## src/rtl/ahbl_pkg.sv

```systemverilog
// Shared AHB-Lite encodings and the decode-error FSM state type for the splitter.
package ahbl_pkg;

  localparam logic [1:0] HtransIdle   = 2'b00;
  localparam logic [1:0] HtransBusy   = 2'b01;
  localparam logic [1:0] HtransNonseq = 2'b10;
  localparam logic [1:0] HtransSeq    = 2'b11;

  localparam logic [2:0] HsizeByte  = 3'b000;
  localparam logic [2:0] HsizeHalf  = 3'b001;
  localparam logic [2:0] HsizeWord  = 3'b010;
  localparam logic [2:0] HsizeDword = 3'b011;

  localparam logic HrespOkay  = 1'b0;
  localparam logic HrespError = 1'b1;

  typedef enum logic [1:0] {
    ErrIdle = 2'b00,
    ErrErr1 = 2'b01,
    ErrErr2 = 2'b10
  } err_state_e;

endpackage

```

## src/rtl/ahbl_splitter_decode.sv

```systemverilog
// Priority address decoder: one-hot port select (lowest matching index wins) plus a no-match flag.
module ahbl_splitter_decode #(
  parameter int unsigned                    N_PORTS   = 2,
  parameter int unsigned                    W_ADDR    = 32,
  parameter logic [N_PORTS*W_ADDR-1:0]      ADDR_MAP  = {32'h2000_0000, 32'h0000_0000},
  parameter logic [N_PORTS*W_ADDR-1:0]      ADDR_MASK = {32'hf000_0000, 32'hf000_0000}
) (
  input  logic [W_ADDR-1:0]  i_haddr,
  output logic [N_PORTS-1:0] o_sel,
  output logic               o_none
);

  always_comb begin
    o_sel  = '0;
    o_none = 1'b1;
    // Walk downwards so the lowest matching index is the last to overwrite.
    for (int i = N_PORTS - 1; i >= 0; i--) begin
      if ((i_haddr & ADDR_MASK[i*W_ADDR +: W_ADDR]) == ADDR_MAP[i*W_ADDR +: W_ADDR]) begin
        o_sel    = '0;
        o_sel[i] = 1'b1;
        o_none   = 1'b0;
      end
    end
  end

endmodule

```

## src/rtl/ahbl_splitter.sv

```systemverilog
// AHB-Lite 1-to-N splitter: routes address phases by decode, muxes data-phase responses.
// Define AHBL_SPLITTER_DECODE_ERR_EN to answer unmapped accesses with a two-cycle ERROR response.
module ahbl_splitter
  import ahbl_pkg::*;
#(
  parameter int unsigned               N_PORTS   = 2,
  parameter int unsigned               W_ADDR    = 32,
  parameter int unsigned               W_DATA    = 32,
  parameter logic [N_PORTS*W_ADDR-1:0] ADDR_MAP  = {32'h2000_0000, 32'h0000_0000},
  parameter logic [N_PORTS*W_ADDR-1:0] ADDR_MASK = {32'hf000_0000, 32'hf000_0000}
) (
  input  logic                        clk,
  input  logic                        rst_n,
  input  logic                        src_hready,
  output logic                        src_hready_resp,
  output logic                        src_hresp,
  input  logic [W_ADDR-1:0]           src_haddr,
  input  logic                        src_hwrite,
  input  logic [1:0]                  src_htrans,
  input  logic [2:0]                  src_hsize,
  input  logic [2:0]                  src_hburst,
  input  logic [3:0]                  src_hprot,
  input  logic                        src_hmastlock,
  input  logic [W_DATA-1:0]           src_hwdata,
  output logic [W_DATA-1:0]           src_hrdata,
  output logic [N_PORTS-1:0]          dst_hready,
  input  logic [N_PORTS-1:0]          dst_hready_resp,
  input  logic [N_PORTS-1:0]          dst_hresp,
  output logic [N_PORTS*W_ADDR-1:0]   dst_haddr,
  output logic [N_PORTS-1:0]          dst_hwrite,
  output logic [N_PORTS*2-1:0]        dst_htrans,
  output logic [N_PORTS*3-1:0]        dst_hsize,
  output logic [N_PORTS*3-1:0]        dst_hburst,
  output logic [N_PORTS*4-1:0]        dst_hprot,
  output logic [N_PORTS-1:0]          dst_hmastlock,
  output logic [N_PORTS*W_DATA-1:0]   dst_hwdata,
  input  logic [N_PORTS*W_DATA-1:0]   dst_hrdata
);

  logic [N_PORTS-1:0] w_sel;
  logic               w_none;
  logic               w_accept;
  logic [N_PORTS-1:0] r_dsel;
  logic               w_err_active;
  logic               w_err_ready;
  logic               w_err_resp;

  ahbl_splitter_decode #(
    .N_PORTS   (N_PORTS),
    .W_ADDR    (W_ADDR),
    .ADDR_MAP  (ADDR_MAP),
    .ADDR_MASK (ADDR_MASK)
  ) u_decode (
    .i_haddr (src_haddr),
    .o_sel   (w_sel),
    .o_none  (w_none)
  );

  assign w_accept = src_hready & src_htrans[1];

  assign dst_hready    = {N_PORTS{src_hready}};
  assign dst_haddr     = {N_PORTS{src_haddr}};
  assign dst_hwrite    = {N_PORTS{src_hwrite}};
  assign dst_hsize     = {N_PORTS{src_hsize}};
  assign dst_hburst    = {N_PORTS{src_hburst}};
  assign dst_hprot     = {N_PORTS{src_hprot}};
  assign dst_hmastlock = {N_PORTS{src_hmastlock}};
  assign dst_hwdata    = {N_PORTS{src_hwdata}};

  always_comb begin
    dst_htrans = '0;
    for (int i = 0; i < N_PORTS; i++) begin
      dst_htrans[i*2 +: 2] = w_sel[i] ? src_htrans : HtransIdle;
    end
  end

  // Data-phase owner; stays zero for unmapped accesses so the default response applies.
  always_ff @(posedge clk or negedge rst_n) begin
    if (!rst_n) begin
      r_dsel <= '0;
    end else if (src_hready) begin
      r_dsel <= (src_htrans[1] && !w_none) ? w_sel : '0;
    end
  end

`ifdef AHBL_SPLITTER_DECODE_ERR_EN
  err_state_e r_err;
  err_state_e w_err_next;

  always_ff @(posedge clk or negedge rst_n) begin
    if (!rst_n) begin
      r_err <= ErrIdle;
    end else begin
      r_err <= w_err_next;
    end
  end

  always_comb begin
    w_err_next   = r_err;
    w_err_active = 1'b0;
    w_err_ready  = 1'b1;
    w_err_resp   = HrespOkay;
    unique case (r_err)
      ErrIdle: begin
        if (w_accept && w_none) w_err_next = ErrErr1;
      end
      ErrErr1: begin
        w_err_active = 1'b1;
        w_err_ready  = 1'b0;
        w_err_resp   = HrespError;
        w_err_next   = ErrErr2;
      end
      ErrErr2: begin
        w_err_active = 1'b1;
        w_err_resp   = HrespError;
        w_err_next   = (w_accept && w_none) ? ErrErr1 : ErrIdle;
      end
      default: w_err_next = ErrIdle;
    endcase
  end
`else
  assign w_err_active = 1'b0;
  assign w_err_ready  = 1'b1;
  assign w_err_resp   = HrespOkay;
`endif

  always_comb begin
    src_hready_resp = 1'b1;
    src_hresp       = HrespOkay;
    src_hrdata      = '0;
    for (int i = 0; i < N_PORTS; i++) begin
      if (r_dsel[i]) begin
        src_hready_resp = dst_hready_resp[i];
        src_hresp       = dst_hresp[i];
        src_hrdata      = dst_hrdata[i*W_DATA +: W_DATA];
      end
    end
    if (w_err_active) begin
      src_hready_resp = w_err_ready;
      src_hresp       = w_err_resp;
    end
  end

endmodule
```

## config.mk

```make
export PLATFORM = sky130hd
export DESIGN_NAME = ahbl_splitter
export DESIGN_NICKNAME = d
export VERILOG_FILES = /design/src/rtl/ahbl_pkg.sv /design/src/rtl/ahbl_splitter_decode.sv /design/src/rtl/ahbl_splitter.sv
export SDC_FILE = /design/constraint.sdc
export NUM_CORES = 1
export LEC_CHECK = 0
export ABC_AREA = 0
export CORE_AREA = 2 2 131 133
export CTS_CLUSTER_SIZE = 16
export DETAILED_ROUTE_END_ITERATION = 16
export DIE_AREA = 0 0 133 135
export DONT_BUFFER_PORTS = 1
export GPL_TIMING_DRIVEN = 0
export PLACE_DENSITY_LB_ADDON = 0.2
export SKIP_CTS_REPAIR_TIMING = 1
export SKIP_LAST_GASP = 1
export SLEW_MARGIN = 20
export SYNTH_ARGS = -nofsm -noshare
export SYNTH_HDL_FRONTEND = slang
export SYNTH_SLANG_ARGS = --single-unit
export TNS_END_PERCENT = 1
```

## constraint.sdc

```tcl
create_clock -name clk -period 1.5 [get_ports clk]
set_input_delay 0.225 -clock clk [delete_from_list [all_inputs] [get_ports clk]]
set_output_delay 0.225 -clock clk [all_outputs]
set_load 0.01 [all_outputs]
```

==> results.yml <==
status:
  status: "finished with violations"
  violations: "negative setup slack"
placement:
  place_congestion: 0.634
  io_buffers: 0
  dp_hpwl_um: 5940
setup_path:
  path_class: "register to output pin"
  worstPathRequired_ns: 1.27
  cp.arrival_ns: 1.30
  endpoint_kind: "output pin"
  worstSetupStartpointType: "register"
  crit_fanout: 6
sta:
  relSlewSlack_pct: 73.4
  setup_viol: 29
  drv_slew: 0
  period_share_pct: 102
  worst_pin_slew_ns: 0.395
  rsz0062_at_grt: "true"
  max_freq_mhz: 655
  min_period_ns: 1.53
  whs_ns: 0.113
  finalHoldViolCount: 0
  setup_ws_ns: -0.0275
  clock_skew_ns: 0
final_layout:
  largest_reg_flops: 2
  regMostFlops: "r_dsel"
  diodes: 0
  fill_cells: 1869
  reg_top3: "r_dsel (2)"
  final_util_pct: 14.6
  post_route_cells_drive_above_1_share_pct: 90.1
  area.growth.synth_to_final_pct: 42.2
  final_nets: 374
synthesis:
  syn_area_mm2: 0.00169
  synth.yosys.warnings: 0
  syn_area_per_cell_um2: 7.85
  yosysTopAreaCellShare_pct: 68.5
  ys_seq_elements: 2
  synth_top_cell_by_area: "buf_4"
  synth_cell_types: 18
  syn-instance-count: 215
  ys_seq_area_share_pct: 2.97
  synth_nets: 364
  synthTopCellsByArea: "buf_4 (68%), a22o_1 (17%), buf_6 (3.3%)"
detailed_routing:
  drt-wirelength-per-cell_um: 15.5
  ant_nets: 0
  vias: 1373
  wirelength_um: 6870
  via_per_inst: 3.10
  firstDrtPassIters: 4
  drtIter0Drc: 11
  drc: 0
floorplanning:
  initial_utilization_pct: 10.3
  io_pins: 341
  coreArea_mm2: 0.0164
  chipWidth_um: 133
  fp-row-count: 47
  dieArea_mm2: 0.0180
  die_h_um: 135
grt:
  grt_pass1_vias: 1158
  grt_util_all_layers_pct: 5.53
  grt_antenna_before_repair: 0
  grt_pass1_wl_um: 7070
  grt_max_degree: 11
  overflow: 0
cts:
  cts_tree: "built"
  clkTransAtPathRegs_ns: 0.03
  cts_sinks: 2
  numCtsBuffers: 3
  clock_latency_ns: 0.22
  clockBufferDepth: 2
  cts.htree.levels: 1
  ctsRootBufferMaster: "clkbuf_16"
job:
  drv_cap: 0
power_and_ir_drop:
  p_leak_nw: 1.22
  power_density_mw_per_mm2: 429
  peakVddDrop_uv: 431
worst_hold_path:
  hold_class: "input pin to register"
[worst max-delay path: stages, from the launching register on]
cell	delay (ns)
dfrtp_1	0.39
nor2b_4	0.14
buf_12	0.14
clkbuf_16	0.16
a22o_4	0.23
[per-stage QoR]
step	total power [mW]	setup TNS [ns]	cell area, um2	instances	worst slack (ns)
floorplan	0.544	0	1690	215	0.297
global placement	0.594	0	1960	435	0.0695
detailed placement	0.589	0	1960	435	0.0572
CTS	1.00	-2.57	2040	438	-0.180
global route	1.07	-1.93	2400	443	-0.0702
finish	1.03	-0.452	2400	443	-0.0275
[final cells by class]
class                      count  area [um2]  share of cell area (%)
multi-input combinational     48         644                    26.9
sequential                     2        50.0                    2.09
tap                          220         275                    11.5
clock buffer                   3        75.1                    3.13
inverter                       3        11.3                   0.469
buffer                       162        1260                    52.7
timing repair buffer           5        78.8                    3.28
[power breakdown]
group / total (mW) / leakage, nW / internal [mW] / switching [mW]
clock network: 0.407 / 0.0370 / 0.340 / 0.0675
registers: 0.0564 / 0.0277 / 0.0556 / 0.000826
logic: 0.566 / 1.15 / 0.323 / 0.243
[placed cells by master, fill, tap and decap left out]
cell type and instances:
buf_6 2, dfrtp_1 2, o22ai_1 2, buf_12 4
nand2_1 2, clkbuf_16 5, a22o_4 28, nand2b_1 1
or3b_1 2, a2bb2oi_2 1, nand3b_1 1, inv_1 3
buf_2 2, a22o_1 4, nor3_1 1, clkbuf_4 1
nor2_1 2, buf_4 155, nor3_2 1, or3b_4 1
dlygate4sd3_1 1, nor2b_4 1, o21ai_1 1
[path summary, 6_finish.rpt]
check,endpoint,startpoint,slack [ns],cells past startpoint
max in group asynchronous,r_dsel[1],rst_n,1.14,1
setup reg to reg,r_dsel[1],r_dsel[1],0.70,3
hold / removal,r_dsel[1],src_hready,0.11,1
setup / recovery,src_hrdata[16],r_dsel[0],-0.03,4
min in group asynchronous,r_dsel[0],rst_n,0.24,1
hold reg to reg,r_dsel[0],r_dsel[0],0.59,2
[per-layer routing]
| layer | part of all wire [%] | wire (um) | track usage (%) |
|---|---|---|---|
| met1 | 29 | 1980 | 5.20 |
| met2 | 59 | 4020 | 11.0 |
| met3 | 12 | 793 | 1.35 |
| met4 | 1.1 | 78 | 2.87 |
| met5 | 0 | 0 | 0 |
[Yosys cell counts (all sizes together)]
cell type and n:
buf 162, a22o 32, or3b 3, nor2 2, inv 3, o21ai 1
o22ai 2, nand2b 1, nand3b 1, nor3 2, nor2b 1, dfrtp 2
a2bb2oi 1, nand2 2
[kinds of logic (layout without fill, tap and decap cells)]
logic type             count (synthesis)  after routing  share of synthesized area [%]
AOI/OAI and AO/OA                     36             36                           18.5
and+or+nand+nor                       12             12                           5.12
buffers and inverters                165            173                           73.4
DFF                                    2              2                           2.97
No activity file was read; power rests on OpenSTA's default activity.
